--- src/rtl/polar_pkg.sv ---
// -----------------------------------------------------------------------------
// polar_pkg
// Shared constants and types for the polar block-averaging stage.
//   PH_180 / PH_360 : phase constants in Q1.9.22 signed degrees
//   GAIN_INV        : 1/1.6468 CORDIC gain compensation in Q0.17
//   GAIN_FRAC       : fraction bits of GAIN_INV
//   blk_state_t     : block accumulation FSM states
// -----------------------------------------------------------------------------
package polar_pkg;

    localparam logic signed [31:0] PH_180 = 32'sh2D00_0000;
    localparam logic signed [31:0] PH_360 = 32'sh5A00_0000;

    localparam int                   GAIN_FRAC = 17;
    localparam logic [GAIN_FRAC-1:0] GAIN_INV  = 17'd79594;

    typedef enum logic {
        EMPTY = 1'b0,
        FILL  = 1'b1
    } blk_state_t;

endpackage

--- src/rtl/polar_phase_wrap.sv ---
// -----------------------------------------------------------------------------
// polar_phase_wrap
// Combinational phase wrap into (-180, 180] degrees.
//   W : working width; must be wider than the 32-bit phase so that values in
//       (-360, 360) are representable.
// Ports:
//   d : signed input phase/difference
//   q : wrapped result, same width
// -----------------------------------------------------------------------------
module polar_phase_wrap
    import polar_pkg::*;
#(
    parameter int W = 33
) (
    input  logic signed [W-1:0] d,
    output logic signed [W-1:0] q
);

    localparam logic signed [W-1:0] P180 = W'(PH_180);
    localparam logic signed [W-1:0] P360 = W'(PH_360);

    always_comb begin
        // NOTE: default assignment first so every path drives q and no latch is inferred.
        q = d;
        if (d > P180) begin
            q = d - P360;
        end else if (d <= -P180) begin
            q = d + P360;
        end
    end

endmodule

--- src/rtl/polar_avg_accum.sv ---
// -----------------------------------------------------------------------------
// polar_avg_accum
// Averages 2^LOG2_NAVG consecutive (magnitude, phase) results from the CORDIC
// rectangular-to-polar converter and emits one averaged pair per block. Phases
// are accumulated as wrapped differences against the first sample of the block,
// so blocks straddling +/-180 degrees average correctly.
//
// Optional feature macro: POLAR_AVG_GAIN_COMP_EN
//   defined   : averaged magnitude is multiplied by GAIN_INV (Q0.17) and
//               truncated; adds one pipeline stage (latency 3)
//   undefined : averaged magnitude passes straight through (latency 2)
//
// Ports:
//   clk     : clock
//   rst     : synchronous active-high reset
//   i_vld   : input sample strobe
//   i_mag   : signed magnitude, negatives clamped to 0
//   i_phase : phase, Q1.9.22 degrees in (-180, 180]
//   i_clr   : abort current block and cancel in-flight result (wins over i_vld)
//   o_vld   : one-cycle pulse per averaged result
//   o_mag   : averaged magnitude, held between pulses
//   o_phase : averaged phase, held between pulses
//   o_cnt   : samples in the current block (0..N-1)
// -----------------------------------------------------------------------------
module polar_avg_accum
    import polar_pkg::*;
#(
    parameter int WIDTH_XY  = 32,
    parameter int WIDTH_PH  = 32,
    parameter int LOG2_NAVG = 4
) (
    input  logic                clk,
    input  logic                rst,
    input  logic                i_vld,
    input  logic [WIDTH_XY-1:0] i_mag,
    input  logic [WIDTH_PH-1:0] i_phase,
    input  logic                i_clr,
    output logic                o_vld,
    output logic [WIDTH_XY-1:0] o_mag,
    output logic [WIDTH_PH-1:0] o_phase,
    output logic [LOG2_NAVG:0]  o_cnt
);

    localparam int ACC_MAG_W = WIDTH_XY + LOG2_NAVG;
    localparam int ACC_PH_W  = WIDTH_PH + LOG2_NAVG;
    localparam int DIFF_W    = WIDTH_PH + 1;
    localparam logic [LOG2_NAVG:0] LAST_CNT = (LOG2_NAVG + 1)'((1 << LOG2_NAVG) - 1);
    localparam logic [LOG2_NAVG:0] CNT_ONE  = (LOG2_NAVG + 1)'(1);

    // ---------------------------------------------------------------- accumulate
    blk_state_t                  state;
    logic [WIDTH_PH-1:0]         ref_ph;
    logic [ACC_MAG_W-1:0]        mag_acc;
    logic signed [ACC_PH_W-1:0]  ph_acc;

    logic [WIDTH_XY-1:0]         mag_clamp;
    logic [ACC_MAG_W-1:0]        mag_sum;
    logic signed [DIFF_W-1:0]    diff_raw;
    logic signed [DIFF_W-1:0]    diff_wr;
    logic signed [ACC_PH_W-1:0]  ph_sum;
    logic                        take_snap;

    assign mag_clamp = i_mag[WIDTH_XY-1] ? '0 : i_mag;
    assign mag_sum   = mag_acc + ACC_MAG_W'(mag_clamp);
    assign diff_raw  = {i_phase[WIDTH_PH-1], i_phase} - {ref_ph[WIDTH_PH-1], ref_ph};

    polar_phase_wrap #(.W(DIFF_W)) u_wrap_diff (
        .d (diff_raw),
        .q (diff_wr)
    );

    // diff_wr is signed, so the size cast sign-extends into the accumulator width.
    assign ph_sum    = ph_acc + ACC_PH_W'(diff_wr);
    assign take_snap = i_vld && !i_clr && (state == FILL) && (o_cnt == LAST_CNT);

    // ---------------------------------------------------------------- snapshot
    logic                        snap_vld;
    logic [ACC_MAG_W-1:0]        snap_mag;
    logic signed [ACC_PH_W-1:0]  snap_ph;
    logic [WIDTH_PH-1:0]         snap_ref;

    always_ff @(posedge clk) begin
        // NOTE: sequential state uses non-blocking assignments so every register samples pre-edge values.
        if (rst || i_clr) begin
            state    <= EMPTY;
            o_cnt    <= '0;
            mag_acc  <= '0;
            ph_acc   <= '0;
            snap_vld <= 1'b0;
        end else begin
            snap_vld <= take_snap;
            if (i_vld) begin
                unique case (state)
                    EMPTY: begin
                        state   <= FILL;
                        o_cnt   <= CNT_ONE;
                        mag_acc <= ACC_MAG_W'(mag_clamp);
                        ph_acc  <= '0;
                    end
                    FILL: begin
                        if (o_cnt == LAST_CNT) begin
                            state   <= EMPTY;
                            o_cnt   <= '0;
                            mag_acc <= '0;
                            ph_acc  <= '0;
                        end else begin
                            o_cnt   <= o_cnt + CNT_ONE;
                            mag_acc <= mag_sum;
                            ph_acc  <= ph_sum;
                        end
                    end
                    default: state <= EMPTY;
                endcase
            end
        end
    end

    // NOTE: datapath registers carry no reset; their valid bits gate every use.
    always_ff @(posedge clk) begin
        if (i_vld && (state == EMPTY)) begin
            ref_ph <= i_phase;
        end
        if (take_snap) begin
            snap_mag <= mag_sum;
            snap_ph  <= ph_sum;
            snap_ref <= ref_ph;
        end
    end

    // ---------------------------------------------------------------- mean
    logic [ACC_MAG_W-1:0]        mag_shift;
    logic [WIDTH_XY-1:0]         mean_mag;
    logic signed [ACC_PH_W-1:0]  ph_shift;
    logic signed [DIFF_W-1:0]    mean_sum;
    logic signed [DIFF_W-1:0]    mean_wr;
    logic [WIDTH_PH-1:0]         mean_ph;

    assign mag_shift = snap_mag >> LOG2_NAVG;
    assign mean_mag  = mag_shift[WIDTH_XY-1:0];
    // Arithmetic shift floors the mean difference toward -inf.
    assign ph_shift  = snap_ph >>> LOG2_NAVG;
    assign mean_sum  = ph_shift[DIFF_W-1:0] + {snap_ref[WIDTH_PH-1], snap_ref};

    polar_phase_wrap #(.W(DIFF_W)) u_wrap_mean (
        .d (mean_sum),
        .q (mean_wr)
    );

    assign mean_ph = mean_wr[WIDTH_PH-1:0];

    // Upper bits are zero / pure sign extension after shift and wrap.
    logic unused_bits;
    assign unused_bits = ^{mag_shift[ACC_MAG_W-1:WIDTH_XY], ph_shift[ACC_PH_W-1:WIDTH_PH],
                           mean_wr[DIFF_W-1]};

    // ---------------------------------------------------------------- gain / result
    logic                res_vld;
    logic [WIDTH_XY-1:0] res_mag;
    logic [WIDTH_PH-1:0] res_ph;

`ifdef POLAR_AVG_GAIN_COMP_EN
    logic [WIDTH_XY+GAIN_FRAC-1:0] gain_prod;
    logic                          mid_vld;
    logic [WIDTH_XY-1:0]           mid_mag;
    logic [WIDTH_PH-1:0]           mid_ph;

    assign gain_prod = {{GAIN_FRAC{1'b0}}, mean_mag} * {{WIDTH_XY{1'b0}}, GAIN_INV};

    always_ff @(posedge clk) begin
        if (rst || i_clr) begin
            mid_vld <= 1'b0;
        end else begin
            mid_vld <= snap_vld;
        end
    end

    always_ff @(posedge clk) begin
        if (snap_vld) begin
            mid_mag <= gain_prod[WIDTH_XY+GAIN_FRAC-1:GAIN_FRAC];
            mid_ph  <= mean_ph;
        end
    end

    logic unused_gain;
    assign unused_gain = ^gain_prod[GAIN_FRAC-1:0];

    assign res_vld = mid_vld;
    assign res_mag = mid_mag;
    assign res_ph  = mid_ph;
`else
    assign res_vld = snap_vld;
    assign res_mag = mean_mag;
    assign res_ph  = mean_ph;
`endif

    always_ff @(posedge clk) begin
        if (rst) begin
            o_vld   <= 1'b0;
            o_mag   <= '0;
            o_phase <= '0;
        end else begin
            o_vld <= res_vld && !i_clr;
            if (res_vld && !i_clr) begin
                o_mag   <= res_mag;
                o_phase <= res_ph;
            end
        end
    end

endmodule

--- config.mk ---
export PLATFORM = sky130hd
export DESIGN_NAME = polar_avg_accum
export DESIGN_NICKNAME = d
export VERILOG_FILES = /design/src/rtl/polar_pkg.sv /design/src/rtl/polar_phase_wrap.sv /design/src/rtl/polar_avg_accum.sv
export SDC_FILE = /design/constraint.sdc
export NUM_CORES = 1
export LEC_CHECK = 0
export ABC_CLOCK_PERIOD_IN_PS = 16140
export CAP_MARGIN = 20
export CORE_AREA = 10 10 163 241
export DETAILED_ROUTE_END_ITERATION = 10
export DIE_AREA = 0 0 173 251
export DONT_BUFFER_PORTS = 1
export PLACE_DENSITY = 0.72
export SYNTH_ARGS = -nofsm -noshare
export SYNTH_HDL_FRONTEND = slang
export SYNTH_SLANG_ARGS = --single-unit
--- constraint.sdc ---
create_clock -name clk -period 16.14 [get_ports clk]
set_input_delay 2.421 -clock clk [delete_from_list [all_inputs] [get_ports clk]]
set_output_delay 2.421 -clock clk [all_outputs]
set_load 0.01 [all_outputs]
==> results of run 1 <==
-- registers in the layout, summed over array words and instances (netlist names) --
register  cells
res_vld       1
o_mag        32
mag_acc      36
o_vld         1
ref_ph       32
snap_ref     32
o_phase      32
ph_acc       36
snap_ph      32
snap_mag     32
o_cnt         5
state         1
-- through the flow --
step / power (uW) / cell area, um2 / std cells
after detailed placement: 1090 / 17700 / 2328
final: 1720 / 18700 / 2380
after global placement: 1080 / 17700 / 2328
after global routing: 1790 / 18700 / 2380
after floorplan: 1020 / 17300 / 1916
after CTS: 1730 / 18600 / 2379
-- cells by family after synthesis --
| logic type | Yosys count | share of synthesized area (%) |
|---|---|---|
| simple gates | 629 | 17.4 |
| compound gates | 594 | 23.4 |
| flops | 272 | 38.8 |
| buf+inv | 151 | 3.29 |
| fa+ha+maj | 144 | 10.6 |
| xor+xnor | 116 | 5.87 |
| mux | 10 | 0.607 |
-- critical path, stage by stage --
cell	delay, ns
inv_1	0.02
ha_1	0.22
fa_1	0.41
nor2b_1	0.21
o31a_1	0.25
o211ai_1	0.16
o21ai_0	0.36
xor2_1	0.16
or3_1	0.36
nor4_1	0.30
nand4b_1	0.23
nor4_1	0.44
o21ai_1	0.25
nor2b_1	0.20
xnor2_1	0.15
ha_1	0.38
and3_1	0.22
nand2_1	0.06
or2_2	0.12
a21oi_1	0.04
or4_4	0.52
a221oi_1	0.34
o21ai_0	0.25
o41ai_4	0.37
nand3_1	0.13
mux2_2	0.31
nand3_1	0.09
-- power by group --
group          total [uW]  internal [uW]  switching, uW
Sequential            748            742           6.86
Clock                 640            359            281
Combinational         331            129            202
-- cell usage after synthesis (all sizes together), types with 21 or more instances --
master / n
nand3: 47
edfxtp: 128
xor2: 34
nand2: 205
a22oi: 47
a21o: 57
nor3: 51
clkbuf: 64
inv: 79
ha: 140
a31oi: 25
dfxtp: 144
a211oi: 29
nor2: 150
nand4: 21
xnor2: 82
o21a: 24
nor2b: 45
or3: 22
o21ai: 90
a21oi: 181
-- placed cells by master, fill, tap and decap left out, types with 7 or more instances in the layout --
cell,count
a211oi_1,27
a21boi_0,7
a21o_1,57
a21oi_1,180
a221oi_1,19
a22oi_1,47
a31oi_1,22
and2_1,16
and3_1,16
buf_4,9
clkbuf_1,8
clkbuf_16,29
dfxtp_1,144
edfxtp_1,128
ha_1,140
inv_1,78
nand2_1,203
nand2b_1,16
nand3_1,47
nand4_1,21
nor2_1,146
nor2b_1,44
nor3_1,49
nor3b_1,7
o2111ai_1,7
o211ai_1,9
o21a_1,24
o21ai_0,77
o21ai_1,11
o21bai_1,17
o31ai_1,16
or3_1,21
xnor2_1,82
xor2_1,34
-- metal layers --
layer	part of all wire [%]	wire, um	global-route usage [%]
met2	52	24000	38.4
met3	5.6	2600	3.23
met1	39	18000	21.9
met5	0	0	0
met4	3.5	1600	8.03
-- area by class of cell --
cell class | instances | area share, %
multi-input combinational | 1493 | 53.9
tap | 473 | 3.17
clock inverter | 11 | 0.463
timing repair buffer | 10 | 0.510
clock buffer | 40 | 4.27
sequential | 272 | 36.1
inverter | 81 | 1.63
-- how the worst max path moves through the flow --
stage | from | endpoint | slack (ns) | cells past startpoint
finish | i_phase[0] | ph_acc[35]$_SDFFE_PP0P_ | 7.65 | 27
global route | i_phase[0] | ph_acc[35]$_SDFFE_PP0P_ | 7.01 | 27
CTS | i_phase[0] | ph_acc[35]$_SDFFE_PP0P_ | 7.67 | 27
detailed placement | i_phase[0] | ph_acc[35]$_SDFFE_PP0P_ | 7.11 | 27
global placement | i_phase[0] | ph_acc[35]$_SDFFE_PP0P_ | 7.30 | 27
floorplan | i_vld | snap_mag[10]$_DFFE_PP_ | 5.82 | 4
==> impl_metrics.tcl, run 1 <==
set metrics [dict create \
    crit_path_start_kind "input port" \
    grt_max_degree 66 \
    grt_pass1_wl_um 73400 \
    worstSetupPathType "in2reg" \
    fin_crit_sh_pct 52.6 \
    clk_root_buffer_cell "clkbuf_16" \
    cp.arrival_ns 8.98 \
    nets 2098 \
    power_leakage_uw 0.00732 \
    first_iter_violations 802 \
    synth_edf_count 128 \
    antenna_found_initial 0 \
    hold_path_startpoint "ref_ph[27]$_DFFE_PP_" \
    drt_pass1_iterations 5 \
    core_area_um2 34900 \
    start_util_pct 49.6 \
    diodes 0 \
    hold_end "snap_ref[27]$_DFFE_PP_" \
    gr-total-overflow 0 \
    fin_worst_skew_ns 0.0188 \
    grt_pass1_vias 14300 \
    r2r-start "ref_ph[0]$_DFFE_PP_" \
    worstSkewPairLatency_ns 0.57 \
    rsz0062_at_grt "no" \
    rrSetupSlack_ns 9.11 \
    p_per_area_nw_per_um2 92.2 \
    grt_use_total_pct 20.3 \
    fp-row-count 84 \
    synth-seq-cells 272 \
    wl_per_cell_um 19.4 \
    yosysSeqAreaShare_pct 38.8 \
    status "completed" \
    fillCellCount 3216 \
    yosys.area.top_type "edfxtp_1" \
    fmax_mhz 118 \
    syn_inst 1916 \
    cts_made_buffers 28 \
    synthToLayoutAreaGrowth_pct 7.72 \
    clock-sinks 272 \
    route.detailed.drc 0 \
    synth-main-ff-cell "dfxtp_1" \
    max-vdd-ir-drop_uv 76.6 \
    ctsHoldBuffers 0 \
    max_slew_margin_pct 27.9 \
    max-clock-path-buffers 3 \
    cts_resized 0 \
    fin_util_pct 53.5 \
    dp_hpwl_um 34100 \
    pre_cts_slack_ns 7.11 \
    worst_pin_slew_ns 1.08 \
    synth_top_area_share_pct 22.2 \
    port_buffers 0 \
    drt-total-wl_um 46200 \
    hold_ws_ns 0.451 \
    r2r_cells 26 \
    io_pins 138 \
    worstHoldPathType "reg2reg" \
    ys_types 95 \
    viasPerCell 6.08 \
    die_x_um 173 \
    critPathMaxFanout 8 \
    path_clk_slew_ns 0.06 \
    synth_fp_nets 2128 \
    synth_area_leaders "edfxtp_1 22%, dfxtp_1 17%, ha_1 10%" \
    final-hold-violation-count 0 \
    setup-violations-final 0 \
    end_kind "flip-flop" \
    multi_input_area_um2 10100 \
    timing.final.ws_setup_ns 7.65 \
    route.antenna.remaining_nets 0 \
    fin_crit_ns 8.49 \
    globalplace.congestion 0.901 \
    avgSynthCellArea_um2 9.04 \
    dieArea_um2 43400 \
    max_cap_violations 0 \
    slew_viol_final 0 \
    postCtsSetupBuffers 0 \
    drive_gt1_share_pct 5.51 \
    regArea_um2 6730 \
    fin_setup_tns_ns 0 \
    r2r_end "ph_acc[35]$_SDFFE_PP0P_" \
    synth_area_um2 17300 \
    via_count 14500 \
    async_reset_ff_share_pct 0 \
    yosys_warnings 0 \
    dieHeight_um 251 \
    required_ns 16.63 \
    htreeDepth 1 \
    cts_tree "yes" \
    whs_path_depth 0 \
]
(Power assumes the default switching activity.)
==> run 2: changes to the inputs <==
--- a/config.mk
+++ b/config.mk
@@ -5,7 +5,7 @@
 export SDC_FILE = /design/constraint.sdc
 export NUM_CORES = 1
 export LEC_CHECK = 0
-export ABC_CLOCK_PERIOD_IN_PS = 16140
+export ABC_CLOCK_PERIOD_IN_PS = 8200
 export CAP_MARGIN = 20
 export CORE_AREA = 10 10 163 241
 export DETAILED_ROUTE_END_ITERATION = 10
==> constraint.sdc (replaced) <==
create_clock -name clk -period 8.2 [get_ports clk]
set_input_delay 1.23 -clock clk [delete_from_list [all_inputs] [get_ports clk]]
set_output_delay 1.23 -clock clk [all_outputs]
set_load 0.01 [all_outputs]
==> impl_metrics.tcl, run 2 (synthesis gave the netlist of run 1 again) <==
set metrics [dict create \
    grt_max_degree 77 \
    via_count 14300 \
    synthToLayoutAreaGrowth_pct 8.47 \
    cts_tree "yes" \
    crit_path_start_kind "input port" \
    dp_hpwl_um 34000 \
    worstSkewPairLatency_ns 0.57 \
    fin_crit_ns 7.33 \
    max_slew_margin_pct 27.6 \
    port_buffers 0 \
    mostFrequentLayoutCell "nand2_1" \
    viasPerCell 6.01 \
    grt_use_total_pct 20.4 \
    clock-sinks 272 \
    timing.final.ws_setup_ns 0.873 \
    max-vdd-ir-drop_uv 161 \
    grt_pass1_vias 14300 \
    route.antenna.remaining_nets 0 \
    max_cap_violations 0 \
    first_iter_violations 943 \
    status "completed" \
    fillCellCount 3212 \
    grt_pass1_wl_um 74100 \
    max-clock-path-buffers 3 \
    rsz0062_at_grt "no" \
    clk_root_buffer_cell "clkbuf_16" \
    gr-total-overflow 0 \
    worst_pin_slew_ns 1.09 \
    core_area_um2 34900 \
    dieHeight_um 251 \
    power_leakage_uw 0.00738 \
    fmax_mhz 136 \
    htreeDepth 1 \
    fp-row-count 84 \
    route.detailed.drc 0 \
    worstSetupPathType "in2reg" \
    drive_gt1_share_pct 5.82 \
    globalplace.congestion 0.902 \
    start_util_pct 49.6 \
    postCtsSetupBuffers 0 \
    layout_common_cells "203 x nand2_1, 180 x a21oi_1, 146 x nor2_1" \
    reg_top3 "mag_acc: 36 flops, ph_acc: 36 flops" \
    io_pins 138 \
    cp.arrival_ns 7.82 \
    final-hold-violation-count 0 \
    antenna_found_initial 1 \
    cts_resized 0 \
    die_x_um 173 \
    cts_made_buffers 27 \
    setup-violations-final 0 \
    fin_util_pct 53.8 \
    fin_crit_sh_pct 89.4 \
    critPathMaxFanout 9 \
    required_ns 8.69 \
    p_total_uw 3470 \
    pre_cts_slack_ns 0.414 \
    slew_viol_final 0 \
    end_kind "flip-flop" \
    ctsHoldBuffers 0 \
    drt-total-wl_um 45800 \
    path_clk_slew_ns 0.06 \
    dieArea_um2 43400 \
    worstHoldPathType "reg2reg" \
    nets 2099 \
    fin_setup_tns_ns 0 \
    p_per_area_nw_per_um2 185 \
    wl_per_cell_um 19.2 \
    fin_worst_skew_ns 0.0278 \
    drt_pass1_iterations 6 \
]
## run 2: power breakdown
| group | switching (uW) | leakage (uW) | internal, uW |
|---|---|---|---|
| Sequential | 13.2 | 0.00234 | 1460 |
| Clock | 547 | 0.000484 | 802 |
| Combinational | 398 | 0.00455 | 256 |
## run 2: area by class of cell
cell class                 instances  area, um2  share of cell area (%)
antenna                            1       2.50                  0.0133
clock buffer                      38        831                    4.42
clock inverter                    12        141                   0.753
inverter                          81        304                    1.62
multi-input combinational       1493      10100                    53.5
sequential                       272       6730                    35.8
tap                              473        592                    3.15
timing repair buffer              12        130                   0.693
## run 2: path summary, 6_finish.rpt
path / start / cells past startpoint / end / slack (ns)
setup / recovery: i_phase[8] / 27 / ph_acc[35]$_SDFFE_PP0P_ / 0.87
hold / removal: ref_ph[26]$_DFFE_PP_ / 0 / snap_ref[26]$_DFFE_PP_ / 0.45
setup reg to reg: ref_ph[8]$_DFFE_PP_ / 28 / ph_acc[35]$_SDFFE_PP0P_ / 1.14
hold reg to reg: ref_ph[26]$_DFFE_PP_ / 0 / snap_ref[26]$_DFFE_PP_ / 0.45
## run 2: per-stage QoR
stage          hold WS [ns]  instances  area, um2
2_1_floorplan         0.426       1916      17300
3_3_place_gp          0.431       2329      17800
3_5_place_dp          0.438       2329      17800
4_1_cts               0.454       2379      18700
5_1_grt               0.470       2382      18800
6_report              0.450       2382      18800
## run 2: critical path, cell delays in order
cell and delay [ns]:
ha_1 0.35, a21oi_1 0.27, o221ai_1 0.18, a31o_2 0.26, a21oi_1 0.35, o211ai_1 0.22, a311oi_1 0.30, xnor2_1 0.33
ha_1 0.32, a31oi_1 0.06, nor3_1 0.19, o21ai_0 0.23, a31oi_2 0.46, nor2b_1 0.11, xnor2_1 0.14, ha_1 0.38
and3_1 0.22, nand2_1 0.07, or2_2 0.12, a21oi_1 0.05, or4_4 0.52, a221oi_1 0.30, o21ai_0 0.24, o41ai_4 0.36
nand4_1 0.13, mux2_2 0.32, nand3_1 0.08
## run 2: routing by layer
layer / track usage (%) / part of all wire, % / vias up
met2: 38.3 / 52 / 378
met1: 21.8 / 39 / 6834
met5: 0 / 0 / -
met3: 4.05 / 6.0 / 86
li1: - / - / 7021
met4: 8.42 / 3.6 / 0
==> run 3: changes to the inputs <==
--- a/config.mk
+++ b/config.mk
@@ -5,12 +5,14 @@
 export SDC_FILE = /design/constraint.sdc
 export NUM_CORES = 1
 export LEC_CHECK = 0
-export ABC_CLOCK_PERIOD_IN_PS = 8200
+export ABC_CLOCK_PERIOD_IN_PS = 8750
 export CAP_MARGIN = 20
 export CORE_AREA = 10 10 163 241
+export CTS_BUF_LIST = sky130_fd_sc_hd__clkbuf_4
 export DETAILED_ROUTE_END_ITERATION = 10
 export DIE_AREA = 0 0 173 251
 export DONT_BUFFER_PORTS = 1
+export GPL_TIMING_DRIVEN = 0
 export PLACE_DENSITY = 0.72
 export SYNTH_ARGS = -nofsm -noshare
 export SYNTH_HDL_FRONTEND = slang
==> constraint.sdc (replaced) <==
create_clock -name clk -period 8.75 [get_ports clk]
set_input_delay 1.3125 -clock clk [delete_from_list [all_inputs] [get_ports clk]]
set_output_delay 1.3125 -clock clk [all_outputs]
set_load 0.01 [all_outputs]
==> impl_metrics.tcl, run 3 (synthesis gave the netlist of run 1 again) <==
set metrics [dict create \
    worst_pin_slew_ns 0.964 \
    cpLargestDelayFamily "simple AND/OR/NAND/NOR gates" \
    synthToLayoutAreaGrowth_pct 9.88 \
    final-hold-violation-count 0 \
    core_area_um2 34900 \
    fmax_mhz 131 \
    drive_gt1_share_pct 8.53 \
    worstHoldPathType "reg2reg" \
    layout_common_cells "203 x nand2_1, 180 x a21oi_1, 149 x nor2_1" \
    first_iter_violations 859 \
    crit_path_start_kind "input port" \
    port_buffers 0 \
    r2r_cells 29 \
    dp_cells 2396 \
    grt_pass1_wl_um 79700 \
    placed_area_um2 18100 \
    dp_hpwl_um 39600 \
    ctsHoldBuffers 0 \
    route.detailed.drc 0 \
    die_x_um 173 \
    critPathBufInv 1 \
    via_count 15000 \
    drt-total-wl_um 50600 \
    cts_tree "yes" \
    fin_crit_ns 7.66 \
    path_clk_slew_ns 0.07 \
    max_slew_margin_pct 35.7 \
    whs_path_depth 0 \
    setup-violations-final 0 \
    worst_path_largest_cell_delay_ns 0.52 \
    r2r-start "ref_ph[10]$_DFFE_PP_" \
    clock-sinks 272 \
    hold_end "snap_ref[5]$_DFFE_PP_" \
    drt_pass1_iterations 5 \
    grt_use_total_pct 22.5 \
    max-clock-path-buffers 3 \
    fin_cells 2525 \
    cts_made_buffers 71 \
    fin_area_um2 19000 \
    grt_max_degree 33 \
    rrSetupSlack_ns 1.27 \
    power_leakage_uw 0.00753 \
    cp.arrival_ns 8.36 \
    start_util_pct 49.6 \
    grt_pass1_vias 15300 \
    gr-total-overflow 0 \
    worstSkewPairLatency_ns 0.77 \
    dieArea_um2 43400 \
    wl_per_cell_um 20.0 \
    worstSetupPathType "in2reg" \
    fin_worst_skew_ns 0.0576 \
    rsz0062_at_grt "no" \
    status "completed" \
    fin_crit_sh_pct 87.5 \
    cts_resized 0 \
    dieHeight_um 251 \
    p_per_area_nw_per_um2 168 \
    slew_viol_final 0 \
    clk_root_buffer_cell "clkbuf_4" \
    reg_top3 "mag_acc: 36 flops, ph_acc: 36 flops" \
    viasPerCell 5.94 \
    required_ns 9.45 \
    max-vdd-ir-drop_uv 76.5 \
    hold_path_startpoint "ref_ph[5]$_DFFE_PP_" \
    nets 2208 \
    route.antenna.remaining_nets 0 \
    max_cap_violations 0 \
    cp_slowest_cell "or4_4" \
    critPathMaxFanout 8 \
    fp-row-count 84 \
    globalplace.congestion 0.920 \
    end_kind "flip-flop" \
    io_pins 138 \
    mostFrequentLayoutCell "nand2_1" \
    htreeDepth 3 \
    antenna_found_initial 1 \
    r2r_end "ph_acc[35]$_SDFFE_PP0P_" \
    postCtsSetupBuffers 0 \
]
[run 3: cell types whose count changed in the layout (fill, tap and decap cells not counted), moves of 4 or more]
cell,before,now
buf_2,0,4
buf_4,10,0
clkbuf_1,3,64
clkbuf_16,30,0
clkbuf_4,0,110
clkbuf_8,5,0
clkinv_1,4,14
[run 3: power by group]
part           leakage [uW]  internal (uW)  switching [uW]  total [uW]
logic               0.00463            241             395         636
clock network      0.000569            631             555        1190
registers           0.00233           1370            10.8        1380
[run 3: area by class of cell]
type	instances	area, um2
Sequential cell	272	6730
Fill cell	3223	15900
Antenna cell	1	2.50
Tap cell	473	592
Buffer	70	267
Clock inverter	18	123
Multi-Input combinational cell	1493	10000
Inverter	81	304
Clock buffer	110	826
Timing Repair Buffer	7	150
[run 3: worst max path at each step]
stage / start / endpoint / slack (ns) / cells past startpoint
floorplan: i_phase[2] / ph_acc[35]$_SDFFE_PP0P_ / 1.80 / 25
global placement: i_vld / snap_ref[5]$_DFFE_PP_ / -0.07 / 4
detailed placement: i_phase[0] / ph_acc[35]$_SDFFE_PP0P_ / 0.48 / 27
CTS: i_phase[0] / ph_acc[35]$_SDFFE_PP0P_ / 1.28 / 27
global route: i_phase[10] / ph_acc[35]$_SDFFE_PP0P_ / 0.71 / 28
finish: i_phase[0] / ph_acc[35]$_SDFFE_PP0P_ / 1.09 / 27
[run 3: metal layers]
| metal | track usage, % | wire length (um) | up-vias |
|---|---|---|---|
| li1 | - | - | 7293 |
| met1 | 22.4 | 18700 | 7140 |
| met2 | 42.6 | 26800 | 435 |
| met3 | 5.16 | 2940 | 134 |
| met4 | 11.9 | 2100 | 0 |
| met5 | 0 | 0 | - |
[run 3: per-stage QoR]
stage | TNS [ns] | util, % | worst slack (ns) | power (uW) | hold WS, ns
3_5_place_dp | 0 | 51.8 | 0.477 | 2030 | 0.435
3_3_place_gp | -5.54 | 51.3 | -0.0689 | 2010 | 0.434
4_1_cts | 0 | 54.5 | 1.28 | 3220 | 0.445
2_1_floorplan | 0 | - | 1.80 | 1880 | 0.426
6_report | 0 | 54.5 | 1.09 | 3200 | 0.438
5_1_grt | 0 | 54.5 | 0.715 | 3350 | 0.466
[run 3: worst reg2reg max path: cells and delay by family (launching register included)]
family | cells | cell delay [ns]
AO/OA/AOI/OAI | 13 | 3.55
AND/OR/NAND/NOR | 8 | 1.48
adder cells (fa/ha/maj) | 3 | 0.97
XOR/XNOR | 2 | 0.48
flip-flops | 1 | 0.39
multiplexers | 1 | 0.30
buffers and inverters | 2 | 0.24
==> edit 1: new RTL, settings of run 1 <==
Register the inputs `i_vld`, `i_mag` and `i_phase` before use, cleared by the reset. The logic sees them one clock later. The other inputs are not delayed to match.
--- a/src/rtl/polar_avg_accum.sv
+++ b/src/rtl/polar_avg_accum.sv
@@ -48,4 +48,20 @@
     localparam logic [LOG2_NAVG:0] CNT_ONE  = (LOG2_NAVG + 1)'(1);
 
+    logic i_vld_q;
+    logic [WIDTH_XY-1:0] i_mag_q;
+    logic [WIDTH_PH-1:0] i_phase_q;
+
+    always_ff @(posedge clk) begin
+        if (rst) begin
+            i_vld_q   <= '0;
+            i_mag_q   <= '0;
+            i_phase_q <= '0;
+        end else begin
+            i_vld_q   <= i_vld;
+            i_mag_q   <= i_mag;
+            i_phase_q <= i_phase;
+        end
+    end
+
     // ---------------------------------------------------------------- accumulate
     blk_state_t                  state;
@@ -61,7 +77,7 @@
     logic                        take_snap;
 
-    assign mag_clamp = i_mag[WIDTH_XY-1] ? '0 : i_mag;
+    assign mag_clamp = i_mag_q[WIDTH_XY-1] ? '0 : i_mag_q;
     assign mag_sum   = mag_acc + ACC_MAG_W'(mag_clamp);
-    assign diff_raw  = {i_phase[WIDTH_PH-1], i_phase} - {ref_ph[WIDTH_PH-1], ref_ph};
+    assign diff_raw  = {i_phase_q[WIDTH_PH-1], i_phase_q} - {ref_ph[WIDTH_PH-1], ref_ph};
 
     polar_phase_wrap #(.W(DIFF_W)) u_wrap_diff (
@@ -72,5 +88,5 @@
     // diff_wr is signed, so the size cast sign-extends into the accumulator width.
     assign ph_sum    = ph_acc + ACC_PH_W'(diff_wr);
-    assign take_snap = i_vld && !i_clr && (state == FILL) && (o_cnt == LAST_CNT);
+    assign take_snap = i_vld_q && !i_clr && (state == FILL) && (o_cnt == LAST_CNT);
 
     // ---------------------------------------------------------------- snapshot
@@ -90,5 +106,5 @@
         end else begin
             snap_vld <= take_snap;
-            if (i_vld) begin
+            if (i_vld_q) begin
                 unique case (state)
                     EMPTY: begin
@@ -118,6 +134,6 @@
     // NOTE: datapath registers carry no reset; their valid bits gate every use.
     always_ff @(posedge clk) begin
-        if (i_vld && (state == EMPTY)) begin
-            ref_ph <= i_phase;
+        if (i_vld_q && (state == EMPTY)) begin
+            ref_ph <= i_phase_q;
         end
         if (take_snap) begin
Behaviour: not the same (a bounded check fails within 4 cycles, from zero or initial values and one cycle with rst high).
==> edit 1 against run 1 <==
- setup slack better by 1.3 ns
- sequential cell count is 65 higher
- synthesized cell count grew 11%
- first-iteration DRC count up 35%
- routed wire length increased by 7.1%
- final area is 13% higher
- power rose by 19%
- area after synthesis rose by 13%
- cell count is 8.7% higher
==> edit 1: results (changes against run 1) <==
{
  "routing": {
    "drt_iter0_drc": {"value": 1080, "change": "+35%"},
    "routedLengthMet1": {"value": 19.78, "unit": "mm", "change": "+9.7%"},
    "detailroute.wirelength.met3": {"value": 2.192, "unit": "mm", "change": "-16%"},
    "met2RoutedLength": {"value": 25.55, "unit": "mm", "change": "+6.7%"},
    "num_vias": {"value": 15680, "change": "+8.4%"}
  },
  "final_layout": {
    "num-clock-buffers": {"value": 45, "change": "+13%"},
    "n_fill_cell": {"value": 3051, "change": "-5.1%"},
    "drive_gt1_share": {"value": 6.152, "unit": "%", "change": "+0.65 points"},
    "finalNetCount": {"value": 2299, "change": "+9.6%"},
    "non_clock_buffer_area_share": {"value": 0.4638, "unit": "%", "change": "-0.046 points"},
    "final-clk-cell-share": {"value": 5.780, "unit": "%", "change": "+1.0 points"},
    "multiInputGateArea": {"value": 10750, "unit": "µm²", "change": "+6.9%"},
    "nonClockBufferCount": {"value": 13, "change": "+3"},
    "number_of_multi_input_logic_gates": {"value": 1606, "change": "+7.6%"}
  },
  "clock_tree": {
    "clk_latency": {"value": 0.53, "unit": "ns", "change": "-0.04 ns"},
    "cts_inserted_buffers": {"value": 34, "change": "+21%"}
  },
  "grt": {
    "largest_net_degree_at_the_start_of_global_routing": {"value": 129, "change": "+95%"},
    "use_met3": {"value": 3.106, "unit": "%", "change": "-0.12 points"},
    "grt_first_pass_wirelength": {"value": 78.96, "unit": "mm", "change": "+7.6%"}
  },
  "synth": {
    "syn_area_per_cell": {"value": 9.153, "unit": "µm²", "change": "+1.3%"},
    "ys_types": {"value": 110, "change": "+16%"},
    "synth_top_cells_by_area": "sky130_fd_sc_hd__dfxtp_1 (21%), sky130_fd_sc_hd__edfxtp_1 (20%), sky130_fd_sc_hd__ha_1 (9.0%)",
    "synth_commonest_cells": "sky130_fd_sc_hd__dfxtp_1 (209), sky130_fd_sc_hd__a21oi_1 (197), sky130_fd_sc_hd__nand2_1 (188), sky130_fd_sc_hd__nor2_1 (186), sky130_fd_sc_hd__ha_1 (140)"
  },
  "place": {
    "detailedPlace.worstSlack": {"value": 9.000, "unit": "ns", "change": "+1.886 ns"},
    "post_dp_cell_area": {"value": 19820, "unit": "µm²", "change": "+12%"}
  },
  "power": {
    "power_leakage": {"value": 0.008229, "unit": "µW", "change": "+12%"}
  },
  "sta": {
    "finClkSkew": {"value": 0.01727, "unit": "ns", "change": "-0.001574 ns"}
  },
  "outcome": {
    "status": "finished clean"
  }
}
-- edit 1: changes by cell type after synthesis, sizes merged, moves of 14 or more --
cell / change
a21o: -14
nand2: -16
nor2b: +70
nor2: +37
a21oi: +19
a222oi: +14
dfxtp: +65
buf: +26
inv: +16
-- edit 1: cells by family after synthesis --
logic type / share of synthesized area (%)
adder cells (fa/ha/maj): 9.396
XOR/XNOR: 4.807
flip-flops: 41.18
AND/OR/NAND/NOR: 18.59
AO/OA/AOI/OAI: 21.67
multiplexers: 0.5455
buffers and inverters: 3.806
-- edit 1: power by group --
part	total [µW]	switching, µW	internal [µW]
Sequential	911	7.28	904
Combinational	284	173	111
Clock	852	333	519
Total	2050	514	1530
-- edit 1: through the flow --
| stage | hold slack [ns] | instances |
|---|---|---|
| 3_5_place_dp | 0.4222 | 2524 |
| 6_report | 0.4416 | 2586 |
| 3_3_place_gp | 0.4202 | 2524 |
| 2_1_floorplan | 0.4082 | 2130 |
| 4_1_cts | 0.4369 | 2586 |
| 5_1_grt | 0.4526 | 2586 |
-- edit 1: how the worst max path moves through the flow --
stage / startpoint / endpoint / cells after the start
2_1_floorplan: i_clr / snap_mag[10]$_DFFE_PP_ / 1
3_3_place_gp: ref_ph[0]$_DFFE_PP_ / snap_ph[35]$_DFFE_PP_ / 24
3_5_place_dp: ref_ph[0]$_DFFE_PP_ / snap_ph[35]$_DFFE_PP_ / 24
4_1_cts: ref_ph[0]$_DFFE_PP_ / snap_ph[35]$_DFFE_PP_ / 24
5_1_grt: ref_ph[0]$_DFFE_PP_ / snap_ph[35]$_DFFE_PP_ / 24
6_report: ref_ph[0]$_DFFE_PP_ / snap_ph[35]$_DFFE_PP_ / 24
==> edit 2: new RTL, config.mk and constraints of run 1 <==
Without the edit above. Change the parameter `WIDTH_XY` from 32 to 24.
--- a/src/rtl/polar_avg_accum.sv
+++ b/src/rtl/polar_avg_accum.sv
@@ -26,5 +26,5 @@
     import polar_pkg::*;
 #(
-    parameter int WIDTH_XY  = 32,
+    parameter int WIDTH_XY  = 24,
     parameter int WIDTH_PH  = 32,
     parameter int LOG2_NAVG = 4
Interface: changed (resized i_mag and o_mag); port bits go from 138 to 122. No check against the original RTL was run, so the function may have changed too.
==> edit 2 against run 1 <==
- power is 4.1% lower
- setup slack improved by 0.20 ns
- critical path type unchanged
- count of clock-buffer cells in the layout decreased by 6
- routed wire length is 6.5% lower
- area after synthesis is 3.8% lower
- clock power fell by 0.8%
- first-iteration DRC count up 26%
- highest routed layer unchanged
- sequential cell count down 24
- largest power group unchanged
- final area fell by 3.9%
==> edit 2: results (changes against run 1) <==
{
  "place": {
    "post_dp_cell_area": {"value": 17010, "unit": "µm²", "change": "-4.1%"},
    "hpwlAfterDp": {"value": 32.39, "unit": "mm", "change": "-5.1%"}
  },
  "setup_path": {
    "critical-path-top-delay-family": "compound AO/OA/AOI/OAI gates",
    "cp_slowest_stage_delay": {"value": 0.50, "unit": "ns", "change": "-0.02 ns"},
    "r2r.worst_path.cells": {"value": 24, "change": "-7.7%"},
    "regToRegSetupSlack": {"value": 9.31, "unit": "ns", "change": "+0.20 ns"},
    "critical_path.reg2reg.endpoint": "ph_acc[34]$_SDFFE_PP0P_"
  },
  "routing": {
    "met2RoutedLength": {"value": 21.85, "unit": "mm", "change": "-8.8%"},
    "routedLengthMet1": {"value": 17.87, "unit": "mm", "change": "-0.93%"},
    "routed_wl": {"value": 43.18, "unit": "mm", "change": "-6.5%"},
    "drt_iter0_drc": {"value": 1008, "change": "+26%"},
    "viasPerCell": {"value": 6.054, "change": "-0.37%"}
  },
  "final_layout": {
    "number_of_multi_input_logic_gates": {"value": 1450, "change": "-2.9%"},
    "drive_gt1_share": {"value": 6.656, "unit": "%", "change": "+1.1 points"},
    "multi_input_combinational_area_share": {"value": 55.18, "unit": "%", "change": "+1.3 points"},
    "final-clk-cell-share": {"value": 5.136, "unit": "%", "change": "+0.40 points"},
    "finalNetCount": {"value": 2009, "change": "-4.2%"},
    "n_fill_cell": {"value": 3246, "change": "+0.93%"},
    "fin_util": {"value": 51.38, "unit": "%", "change": "-2.1 points"},
    "nonClockBufferCount": {"value": 9, "change": "-1"},
    "num-clock-buffers": {"value": 34, "change": "-15%"},
    "non_clock_buffer_area_share": {"value": 0.3629, "unit": "%", "change": "-0.15 points"},
    "area.share.sequential": {"value": 34.39, "unit": "%", "change": "-1.7 points"}
  },
  "power": {
    "power.total": {"value": 1649, "unit": "µW", "change": "-4.1%"},
    "peakVddDrop": {"value": 0.00009563, "unit": "V", "change": "+25%"},
    "seq-power": {"value": 682, "unit": "µW", "change": "-8.8%"},
    "switching_fraction_of_total_power": {"value": 29.01, "unit": "%", "change": "+0.52 points"},
    "pg_clk": {"value": 635, "unit": "µW", "change": "-0.8%"}
  },
  "synth": {
    "synth_compound_gate_area_share": {"value": 24.30, "unit": "%", "change": "+0.93 points"},
    "post_synth_xor_area_fraction": {"value": 5.400, "unit": "%", "change": "-0.47 points"},
    "syn_area_per_cell": {"value": 8.966, "unit": "µm²", "change": "-0.80%"},
    "synth.area.mux_share": {"value": 0.5558, "unit": "%", "change": "-0.051 points"},
    "yosys.area_share.adder": {"value": 10.40, "unit": "%", "change": "-0.18 points"}
  },
  "outcome": {
    "status": "finished clean"
  },
  "grt": {
    "grt_first_pass_wirelength": {"value": 69.62, "unit": "mm", "change": "-5.1%"},
    "number_of_global_route_vias_before_repair": {"value": 13840, "change": "-3.0%"}
  },
  "clock_tree": {
    "cts_inserted_buffers": {"value": 26, "change": "-7.1%"}
  }
}
## edit 2: cell types whose count changed after synthesis, moves of 14 or more
cell / delta
sky130_fd_sc_hd__a21oi_1: -26
sky130_fd_sc_hd__a221oi_1: -14
sky130_fd_sc_hd__dfxtp_1: -16
sky130_fd_sc_hd__nand2_1: -24
sky130_fd_sc_hd__nor2_1: +26
sky130_fd_sc_hd__nor3_1: -16
sky130_fd_sc_hd__o21ai_0: -15
sky130_fd_sc_hd__xnor2_1: -18
## edit 2: logic make-up (layout without fill, tap and decap cells)
group / after synthesis / after routing
AOI/OAI and AO/OA: 574 / 574
xor gates and xnor gates: 101 / 101
adders and majority gates: 136 / 136
buffers and inverters: 160 / 135
DFF: 248 / 248
muxes: 7 / 7
and+or+nand+nor: 632 / 632
## edit 2: stage by stage
stage                     setup WS (ns)  hold slack [ns]
after global routing              7.382           0.4712
after CTS                         7.901           0.4543
after floorplan                   6.790           0.4264
after global placement            7.530           0.4356
after detailed placement          7.337           0.4380
final                             7.856           0.4525
